<file path="config.mk">
export PLATFORM = sky130hd
export DESIGN_NAME = node_merge_sched
export DESIGN_NICKNAME = d
export VERILOG_FILES = /design/src/rtl/noc_pkg.sv /design/src/rtl/node_merge_sched_rr_pick3.sv /design/src/rtl/node_merge_sched.sv
export SDC_FILE = /design/constraint.sdc
export NUM_CORES = 1
export LEC_CHECK = 0
export CORE_MARGIN = 5
export CORE_UTILIZATION = 30
export DETAILED_ROUTE_END_ITERATION = 12
export SLEW_MARGIN = 20
export SYNTH_ARGS = -nofsm -noshare
export SYNTH_HDL_FRONTEND = slang
export SYNTH_SLANG_ARGS = --single-unit
</file>
<file path="constraint.sdc">
create_clock -name clk -period 3 [get_ports clk]
set_clock_uncertainty 0.05 [all_clocks]
set_input_delay 0.9 -clock clk [delete_from_list [all_inputs] [get_ports clk]]
set_output_delay 0.9 -clock clk [all_outputs]
set_load 0.005 [all_outputs]
</file>
<file path="src/rtl/noc_pkg.sv">
// Shared constants, types and packet helpers for the node merge scheduler.
package noc_pkg;

    localparam int PKT_W  = 11;
    localparam int ADDR_W = 4;
    localparam int HAM_W  = 7;

    typedef enum logic [1:0] {
        SRC_LANE1 = 2'd0,
        SRC_LANE2 = 2'd1,
        SRC_CORE  = 2'd2
    } src_id_t;

    typedef enum logic {
        ST_EMPTY = 1'b0,
        ST_FULL  = 1'b1
    } stage_t;

    function automatic logic [ADDR_W-1:0] pkt_addr(input logic [PKT_W-1:0] p);
        return p[PKT_W-1:HAM_W];
    endfunction

    function automatic logic [HAM_W-1:0] pkt_ham(input logic [PKT_W-1:0] p);
        return p[HAM_W-1:0];
    endfunction

endpackage

</file>
<file path="src/rtl/node_merge_sched_rr_pick3.sv">
// Combinational three-way round-robin picker.
// Search starts at the source after the last winner.
module rr_pick3
    import noc_pkg::*;
(
    input  logic [2:0] req,
    input  src_id_t    last,
    output logic [2:0] grant
);

    logic [2:0] w_rot;
    logic [2:0] w_pick;

    // Rotate so bit 0 is the highest-priority source.
    always_comb begin
        w_rot = req;
        unique case (last)
            SRC_LANE1: w_rot = {req[0], req[2], req[1]};
            SRC_LANE2: w_rot = {req[1], req[0], req[2]};
            default:   w_rot = req;
        endcase
    end

    always_comb begin
        w_pick = 3'b000;
        if (w_rot[0])
            w_pick = 3'b001;
        else if (w_rot[1])
            w_pick = 3'b010;
        else if (w_rot[2])
            w_pick = 3'b100;
    end

    always_comb begin
        grant = w_pick;
        unique case (last)
            SRC_LANE1: grant = {w_pick[1], w_pick[0], w_pick[2]};
            SRC_LANE2: grant = {w_pick[0], w_pick[2], w_pick[1]};
            default:   grant = w_pick;
        endcase
    end

endmodule

</file>
<file path="src/rtl/node_merge_sched.sv">
// Round-robin merge of lane1, lane2 and core packets into a
// one-entry output stage feeding path computation.
module node_merge_sched
    import noc_pkg::*;
#(
    parameter int CNT_W = 16
) (
    input  logic                clk,
    input  logic                reset,
    input  logic [PKT_W-1:0]    in_data [0:2],
    input  logic [2:0]          in_valid,
    output logic [2:0]          in_ready,
    output logic [ADDR_W-1:0]   out_addr,
    output logic [HAM_W-1:0]    out_ham,
    output logic [1:0]          out_src,
    output logic                out_valid,
    input  logic                out_ready,
    output logic [CNT_W-1:0]    pkt_count
);

    stage_t              r_state;
    stage_t              w_state_nxt;
    src_id_t             r_last;
    src_id_t             r_src;
    src_id_t             w_win;
    logic [ADDR_W-1:0]   r_addr;
    logic [HAM_W-1:0]    r_ham;
    logic [CNT_W-1:0]    r_cnt;
    logic [2:0]          w_grant;
    logic [PKT_W-1:0]    w_data;
    logic                w_space;
    logic                w_fire;

    rr_pick3 u_pick (
        .req   (in_valid),
        .last  (r_last),
        .grant (w_grant)
    );

    assign w_space  = (r_state == ST_EMPTY) | out_ready;
    assign in_ready = (reset || !w_space) ? 3'b000 : w_grant;
    assign w_fire   = |in_ready;

    always_comb begin
        w_win  = SRC_LANE1;
        w_data = in_data[0];
        if (w_grant[1]) begin
            w_win  = SRC_LANE2;
            w_data = in_data[1];
        end else if (w_grant[2]) begin
            w_win  = SRC_CORE;
            w_data = in_data[2];
        end
    end

    // A fill wins over a drain so a same-cycle swap stays FULL.
    always_comb begin
        w_state_nxt = r_state;
        if (w_fire)
            w_state_nxt = ST_FULL;
        else if (out_ready)
            w_state_nxt = ST_EMPTY;
    end

    always_ff @(posedge clk) begin
        if (reset)
            r_state <= ST_EMPTY;
        else
            r_state <= w_state_nxt;
    end

    always_ff @(posedge clk) begin
        if (reset) begin
            r_addr <= '0;
            r_ham  <= '0;
            r_src  <= SRC_LANE1;
            r_last <= SRC_CORE;
            r_cnt  <= '0;
        end else if (w_fire) begin
            r_addr <= pkt_addr(w_data);
            r_ham  <= pkt_ham(w_data);
            r_src  <= w_win;
            r_last <= w_win;
            r_cnt  <= r_cnt + 1'b1;
        end
    end

    assign out_valid = (r_state == ST_FULL);
    assign out_addr  = r_addr;
    assign out_ham   = r_ham;
    assign out_src   = r_src;
    assign pkt_count = r_cnt;

endmodule

</file>
Yosys cells after proc, flatten, opt, wreduce, memory -nomap -nowiden

Cells that the tools add are included.

Bits in registers: 32
Input port bits: 39
Output and inout port bits: 33
Word-level logic and storage cells: 27

$add $sub $neg: 1
Equal/unequal tests: 1
Multiplexer cells: 12
Bitwise gates (word level): 2
Reduce and logical (&&, ||, !) cells: 5

Operator list:

| kind                                                 | number |
|---|---|
| 2-to-1 mux 11 bit                                    | 2 |
| adder 16 x 1 -> 16 bit (second input constant)       | 1 |
| 2-to-1 mux 3 bit                                     | 4 |
| one-hot mux 3 bit (2 select lines)                   | 2 |
| 2-to-1 mux 2 bit                                     | 2 |
| OR reduction 3 bit                                   | 1 |
| equality test 2 x 1 -> 1 bit (second input constant) | 1 |
| zero test 2 bit                                      | 1 |
| 2-to-1 mux 1 bit                                     | 2 |
| nonzero test 2 bit                                   | 1 |
| zero test 1 bit                                      | 1 |
| logical OR 1 bit                                     | 1 |
| inverter 1 bit                                       | 1 |
| OR 1 bit                                             | 1 |

Longest topological paths before layout

Gate-level depths: netlist of the first run.

Depth after elaboration: 9
Depth in mapped cells: 6
Depth with buffers taken out: 5

Modules after synthesis

Synthesis of the first run repeated with hierarchy kept, for this count alone.

Cell total of the unflattened synthesis: 189
Area, all modules: 1612.8 sq um

By module, submodules not included:

| module           | instances | cells an instance | area each (sq um) | sequential area each (sq um) |
|---|---|---|---|---|
| node_merge_sched | 1         | 179               | 1539.0            | 620.6 |
| rr_pick3         | 1         | 10                | 73.8              | 0.0 |

Worst setup path before layout of the first run

Ideal clock, no wire load.

Path type: input port to output port
From: input out_ready
To: output in_ready[1]
Data arrival time: 1.715 ns
Data required time: 2.050 ns
Slack: 0.335 ns
Cell stages on the path: 5
Buffers on the path: 1
Cells stage by stage: nand2b_1 and3_1 clkbuf_1 nand2_1 inv_1

Longest elaborated chain between the ends: 4

Ends and longest elaborated chain:

| element          | RTL line               | text |
|---|---|---|
| from (decl)      | node_merge_sched.sv:17 | `input logic out_ready,` |
| OR 1 bit         | node_merge_sched.sv:40 | `assign w_space = (r_state == ST_EMPTY) \| out_ready;` |
| zero test 1 bit  | node_merge_sched.sv:41 | `assign in_ready = (reset \|\| !w_space) ? 3'b000 : w_grant;` |
| logical OR 1 bit | node_merge_sched.sv:41 |  |
| 2-to-1 mux 3 bit | node_merge_sched.sv:41 |  |
| to (decl)        | node_merge_sched.sv:12 | `output logic [2:0] in_ready,` |

Every way passes these cells.

Worst setup path in the final report of the first run

From: input in_valid[1]
To: output in_ready[2]

Longest elaborated chain between the ends: 6

Ends and longest elaborated chain:

| element                              | RTL line                        | text |
|---|---|---|
| from (decl)                          | node_merge_sched.sv:11          | `input logic [2:0] in_valid,` |
| one-hot mux 3 bit (2 select lines) * | node_merge_sched_rr_pick3.sv:17 | `unique case (last)` |
| 2-to-1 mux 3 bit                     | node_merge_sched_rr_pick3.sv:30 | `else if (w_rot[2])` |
| 2-to-1 mux 3 bit                     | node_merge_sched_rr_pick3.sv:28 | `else if (w_rot[1])` |
| 2-to-1 mux 3 bit *                   | node_merge_sched_rr_pick3.sv:26 | `if (w_rot[0])` |
| one-hot mux 3 bit (2 select lines) * | node_merge_sched_rr_pick3.sv:36 | `unique case (last)` |
| 2-to-1 mux 3 bit *                   | node_merge_sched.sv:41          |  |

Mark *: on every way between the ends. The rest lies on a longest branch, timed or not.

==> impl_metrics.csv, run 1 <==
group,metric,value,unit
route,wl,4.607,mm
yosys,synthFlopType,"dfxtp_1",
yosys,syn_avg_cell_area,9.082,um^2
worst_hold_path,min_to,"out_src[1]$_SDFFE_PP0P_",
yosys,synth_warnings,0,
timing,final_max_slew_viol_count,0,
floorplan,num_rows,26,
route,viasPerCell,5.046,
place,dp.cells,318,
timing,fin_hold_ws,0.4189,ns
pwr,swShare,24.24,%
worst_setup_path,reg2reg_depth,5,
yosys,synth_xor_area_share,2.269,%
route,routedWlPerCell,14.09,um
grt,antenna_found_initial,0,
route,vias,1650,
pwr,switchingPower,0.2460,mW
yosys,synth_seq_cells,31,
layout,antenna_cells,0,
timing,slew_headroom,68.29,%
yosys,synth_area_leaders,"dfxtp_1 (40%), mux2i_1 (7.1%), a32oi_1 (6.2%)",
worst_setup_path,critPathRequiredTime,2.05,ns
timing,finalCriticalPeriod,2.903,ns
yosys,synthMuxAreaShare,7.131,%
pwr,p_comb_share,20.2,%
layout,final_util,50.30,%
timing,fin_ws,0.09682,ns
clock_tree,cts_tree,"done",
worst_hold_path,min_path_type,"reg -> reg",
worst_setup_path,arrival,1.95,ns
timing,rsz0062_at_grt,"no",
yosys,synth_top_family_by_area,"compound AO/OA/AOI/OAI gates",
worst_setup_path,cp_max_fo,3,
worst_setup_path,r2r-start,"pkt_count[0]$_SDFFE_PP0P_",
worst_setup_path,end_kind,"primary output",
pwr,p_int,0.7689,mW
grt,first_global_vias,1570,
place,gp_congestion,0.8479,
floorplan,core_area,5042,um^2
layout,drive_gt1_share,14.01,%
route,drt_iter0_drc,54,
clock_tree,cts_max_level,2,
layout,final_cells,327,
worst_setup_path,cp_slowest_stage_delay,0.37,ns
worst_hold_path,min_delay_path_depth,2,
timing,final-setup-viol-count,0,
pwr,p_leak,0.9782,nW
clock_tree,cts_buffers,5,
pwr,p_total,1.015,mW
worst_setup_path,worstPathCellList,"dlygate4sd2_1 -> nand2b_1 -> a22oi_2 -> or3_4 -> inv_2 -> buf_2",
clock_tree,root_buffer,"clkbuf_8",
clock_tree,cts_buffer_depth,2,
yosys,synth_edf_count,0,
place,pre_cts_ws,-0.5496,ns
worst_setup_path,r2r_end,"pkt_count[10]$_SDFFE_PP0P_",
worst_setup_path,path_delay_family,"simple AND/OR/NAND/NOR gates",
floorplan,io_pins,72,
clock_tree,path_clk_slew,0.06,ns
timing,tightest_slew,0.4720,ns
layout,nFillCells,490,
yosys,yosysTopAreaCell,"dfxtp_1",
worst_setup_path,criticalPathCategory,"in -> out",
pwr,power.ir.vdd_worst,0.2064,mV
yosys,synthSimpleGateAreaFrac,19.04,%
worst_setup_path,cp_slowest_cell,"or3_4",
yosys,synth_nets,210,
worst_setup_path,cp-start-kind,"input port",
pwr,sequentialPowerShare,44.6,%
clock_tree,cts_sinks,31,
pwr,clockPowerShare,35.3,%
flow_run,maxCapViolCount,0,
place,placed_area,2411,um^2
yosys,ys_types,40,
floorplan,start_util,30.62,%
yosys,synthArstFlopShare,0,%
place,io_buffers,71,
timing,max_freq,344.5,MHz
floorplan,die_area,6681,um^2
timing,min_period_over_period,96.77,%
route,ant_nets,0,
clock_tree,clk-insertion-delay-late,0.28,ns
place,dp_hpwl,3.530,mm
pwr,power.density,400.2,nW/um^2
route,drcViolationCount,0,
yosys,synth_top_area_share,40.19,%
timing,setup_tns,0,ns
layout,syn_to_final_growth,64.26,%
floorplan,die_x,81.74,um
grt,grt_pass1_wl,7.327,mm
yosys,postSynthCellCount,170,
yosys,synth_compound_area_share,24.55,%
yosys,synth_fa_ha_area_share,0.8104,%
run_status,status,"finished, final reports clean",
yosys,netlist_area,1544,um^2
route,dr.pass1.iters,4,
worst_setup_path,r2r_setup_slack,1.19,ns
layout,final_cell_area,2536,um^2
layout,final_nets,296,
grt,grt_overflow_total,0,
timing,hold_violations,0,
worst_hold_path,min-delay-start,"out_src[1]$_SDFFE_PP0P_",
grt,grt_max_degree,19,
worst_setup_path,cp_num_buf_inv,3,
grt,grt_usage,14.18,%
floorplan,fp.dieH,81.74,um
yosys,synth_seq_area_share,40.19,%
[kinds of logic after synthesis]
group,Yosys count
AO/OA/AOI/OAI,55
AND/OR/NAND/NOR,50
flip-flops,31
buffers and inverters,18
multiplexers,11
XOR/XNOR,4
adder cells (fa/ha/maj),1
[layer usage]
metal,routed length (um),GRT usage (%)
met1,1926,16.19
met2,2200,23.67
met3,401,5.921
met4,79,4.983
met5,0,0
[synthesized netlist by cell type, types with 4 or more instances]
| library cell | number |
|---|---|
| o41ai_1 | 7 |
| inv_1 | 7 |
| or4_1 | 4 |
| a32oi_1 | 11 |
| clkbuf_1 | 4 |
| dfxtp_1 | 31 |
| a21oi_1 | 13 |
| o21ai_0 | 12 |
| mux2i_1 | 11 |
| nor2_1 | 7 |
| o31ai_1 | 4 |
| nand3_1 | 6 |
| nand2_1 | 8 |
[tightest hold or removal path: cells and delay by family, from the launching register on]
family | cells | cell delay [ns]
AO/OA/AOI/OAI | 1 | 0.05
flip-flops | 1 | 0.32
AND/OR/NAND/NOR | 1 | 0.05
[cell type report]
cell class	instances	area, um^2	share of cell area, %
Multi-Input combinational cell	121	858.3	33.84
Timing Repair Buffer	90	843.3	33.25
Sequential cell	31	620.6	24.47
Clock buffer	8	100.1	3.947
Tap cell	70	87.58	3.453
Inverter	7	26.28	1.036
[power by group through the flow]
| stage | logic [mW] | clock network (mW) | registers [mW] |
|---|---|---|---|
| after global routing | 0.223 | 0.397 | 0.455 |
| after floorplan | 0.0731 | 0 | 0.459 |
| final | 0.205 | 0.358 | 0.452 |
| after detailed placement | 0.205 | 0 | 0.460 |
| after CTS | 0.206 | 0.369 | 0.452 |
| after global placement | 0.206 | 0 | 0.459 |
[flip-flops by register name, summed over array words and instances, names as in the netlist]
signal and count:
pkt_count 16, out_ham 7, out_addr 4, r_last 2, out_src 1, out_valid 1
[cell usage in the layout, fill, tap and decap left out, drive strengths merged, types with 8 or more instances in the layout]
master	synthesis	layout
clkdlybuf4s50	0	63
dfxtp	31	31
a32oi	11	11
clkbuf	4	8
mux2i	11	11
nand2	8	8
o21ai	12	12
buf	7	20
nand3	8	8
a21oi	13	13
[how the worst max path moves through the flow]
stage / start / to / slack, ns / cells past startpoint
final: in_valid[1] / in_ready[2] / 0.1 / 6
after global routing: in_valid[1] / in_ready[2] / 0.02 / 6
after CTS: in_valid[0] / in_ready[2] / -0.04 / 6
after detailed placement: in_valid[2] / in_ready[2] / -0.55 / 6
after global placement: in_valid[2] / in_ready[2] / -0.53 / 6
after floorplan: out_ready / in_ready[1] / 0.34 / 5
[timing repair]
item	4_1_cts	5_1_grt
pin swaps	4	1
setup endpoints to repair	3	2
buffers inserted	1	0
gates resized for setup	14	4
hold buffers	0	0
Power figures use the tool's default switching activity.
==> run 2: changes to the inputs <==
--- a/config.mk
+++ b/config.mk
@@ -8,6 +8,7 @@
 export CORE_MARGIN = 5
 export CORE_UTILIZATION = 30
 export DETAILED_ROUTE_END_ITERATION = 12
+export PLACE_DENSITY_LB_ADDON = 0.1
 export SLEW_MARGIN = 20
 export SYNTH_ARGS = -nofsm -noshare
 export SYNTH_HDL_FRONTEND = slang
==> run 2 against run 1 <==
Maximum frequency fell by 0.79%. Wire length rose by 5.9%. Utilization rose by 3.7 points. Clock power rose by 1%.
==> impl_metrics.csv, run 2 (same netlist as run 1, synthesis figures left out) <==
group,metric,value,unit
run_status,status,"finished, final reports clean",
timing,final_max_slew_viol_count,0,
route,wl,4.879,mm
grt,grt_usage,15.07,%
timing,tightest_slew,0.3775,ns
timing,final-setup-viol-count,0,
clock_tree,cts_buffers,5,
floorplan,num_rows,26,
pwr,p_leak,1.074,nW
layout,layout_commonest_cell,"clkdlybuf4s50_1",
clock_tree,cts_buffer_depth,2,
layout,drive_gt1_share,21.09,%
route,drt_iter0_drc,56,
route,routedWlPerCell,14.14,um
route,drcViolationCount,0,
timing,fin_ws,0.07372,ns
floorplan,start_util,30.62,%
grt,antenna_found_initial,0,
timing,finalCriticalPeriod,2.926,ns
worst_setup_path,criticalPathCategory,"in -> out",
clock_tree,root_buffer,"clkbuf_8",
worst_hold_path,min_path_type,"reg -> reg",
worst_setup_path,cp-start-kind,"input port",
pwr,swShare,24.75,%
worst_setup_path,cp_max_fo,3,
route,ant_nets,0,
place,gp_congestion,0.7599,
floorplan,io_pins,72,
pwr,p_int,0.7928,mW
place,pre_cts_ws,-0.5281,ns
worst_setup_path,path_delay_family,"simple AND/OR/NAND/NOR gates",
place,io_buffers,71,
worst_setup_path,cp_num_buf_inv,3,
pwr,p_comb_share,22.7,%
worst_setup_path,arrival,1.98,ns
timing,min_period_over_period,97.54,%
clock_tree,cts_sinks,31,
place,placed_area,2449,um^2
pwr,power.ir.vdd_worst,0.2077,mV
timing,slew_headroom,74.61,%
grt,first_global_vias,1691,
worst_setup_path,cp_slowest_stage_delay,0.37,ns
clock_tree,clk-insertion-delay-late,0.28,ns
clock_tree,path_clk_slew,0.07,ns
clock_tree,cts_max_level,2,
layout,final_cell_area,2723,um^2
route,vias,1718,
route,dr.pass1.iters,4,
grt,grt_max_degree,14,
pwr,sequentialPowerShare,43.0,%
floorplan,core_area,5042,um^2
worst_setup_path,cp_slowest_cell,"or3_4",
pwr,switchingPower,0.2607,mW
place,dp_hpwl,3.517,mm
clock_tree,cts_tree,"done",
timing,max_freq,341.7,MHz
worst_setup_path,critPathRequiredTime,2.05,ns
timing,hold_violations,0,
floorplan,die_area,6681,um^2
timing,rsz0062_at_grt,"yes",
pwr,power.density,387.0,nW/um^2
layout,nFillCells,468,
layout,final_cell_mix,"clkdlybuf4s50_1 (63), buf_4 (34), dfxtp_1 (31)",
layout,syn_to_final_growth,76.34,%
layout,final_nets,314,
flow_run,maxCapViolCount,0,
worst_setup_path,worstPathCellList,"clkdlybuf4s15_1 -> nand2b_1 -> a22oi_2 -> or3_4 -> inv_2 -> clkdlybuf4s15_2",
floorplan,fp.dieH,81.74,um
route,viasPerCell,4.980,
grt,grt_pass1_wl,7.748,mm
worst_setup_path,end_kind,"primary output",
grt,grt_overflow_total,0,
layout,antenna_cells,0,
pwr,clockPowerShare,34.4,%
layout,largest_reg_flops,16,
floorplan,die_x,81.74,um
clock_tree,cts_hold_buf,0,
layout,final_util,54.00,%
[run 2: cell count changes in the layout (fill, tap and decap cells not counted), sizes merged]
cell	delta
clkdlybuf4s15	+3
dlygate4sd2	-3
dlymetal6s2s	+1
buf	+17
[run 2: what timing repair did]
action | in CTS | in global routing
hold endpoints to repair | 0 | 0
buffers inserted | 11 | 2
cloned | 0 | 1
pin swaps | 2 | 3
endpoints found under the setup margin | 3 | 14
gates resized for setup | 15 | 20
[run 2: power by group through the flow]
stage	Clock, mW	Sequential [mW]	Combinational, mW
2_1_floorplan	0	0.459	0.0731
6_report	0.362	0.453	0.239
3_5_place_dp	0	0.459	0.210
5_1_grt	0.395	0.456	0.258
3_3_place_gp	0	0.459	0.212
4_1_cts	0.375	0.452	0.226
[run 2: per-layer routing]
metal	up-vias	GRT usage, %	wire length, um
met3	8	6.798	465
met5	-	0	0
met4	0	5.482	64
met1	790	16.59	2014
met2	55	25.44	2335
li1	865	-	-
[run 2: path summary, 6_finish.rpt]
kind	from	to	slack (ns)	depth (start not counted)
setup / recovery	in_valid[1]	in_ready[2]	0.07	6
hold / removal	out_src[1]$_SDFFE_PP0P_	out_src[1]$_SDFFE_PP0P_	0.40	2
hold reg to reg	out_src[1]$_SDFFE_PP0P_	out_src[1]$_SDFFE_PP0P_	0.40	2
setup reg to reg	out_valid$_SDFFE_PP0P_	out_ham[0]$_SDFFE_PP0P_	0.49	16
[run 2: cell type report]
type                       count  area, um^2  share of cell area (%)
tap                           70       87.58                   3.217
clock buffer                   8       100.1                   3.676
inverter                       7       26.28                  0.9651
sequential                    31       620.6                   22.79
multi-input combinational    121       885.9                   32.54
timing repair buffer         108        1002                   36.81
[run 2: through the flow]
stage	cells	TNS [ns]	hold WS [ns]	power [mW]
3_3_place_gp	323	-1.112	0.3920	0.6710
3_5_place_dp	323	-1.097	0.3973	0.6696
4_1_cts	342	-0.2095	0.4065	1.052
2_1_floorplan	170	0	0.4027	0.5322
6_report	345	0	0.4034	1.054
5_1_grt	345	-0.05261	0.4422	1.110
[run 2: worst reg2reg max path, stage by stage, from the launching register on]
cell	delay, ns
dfxtp_1	0.40
nor2b_2	0.23
nor2_2	0.06
buf_4	0.13
buf_4	0.12
buf_4	0.12
buf_4	0.12
buf_4	0.12
buf_4	0.12
buf_4	0.12
buf_4	0.12
buf_4	0.12
buf_4	0.12
buf_4	0.13
o221ai_4	0.07
buf_6	0.16
o21ai_1	0.07
==> run 3: changes to the inputs <==
--- a/config.mk
+++ b/config.mk
@@ -5,6 +5,7 @@
 export SDC_FILE = /design/constraint.sdc
 export NUM_CORES = 1
 export LEC_CHECK = 0
+export CAP_MARGIN = 20
 export CORE_MARGIN = 5
 export CORE_UTILIZATION = 30
 export DETAILED_ROUTE_END_ITERATION = 12
==> results of run 3 <==
The final DEF is identical to that of run 2; final timing and power are the same.
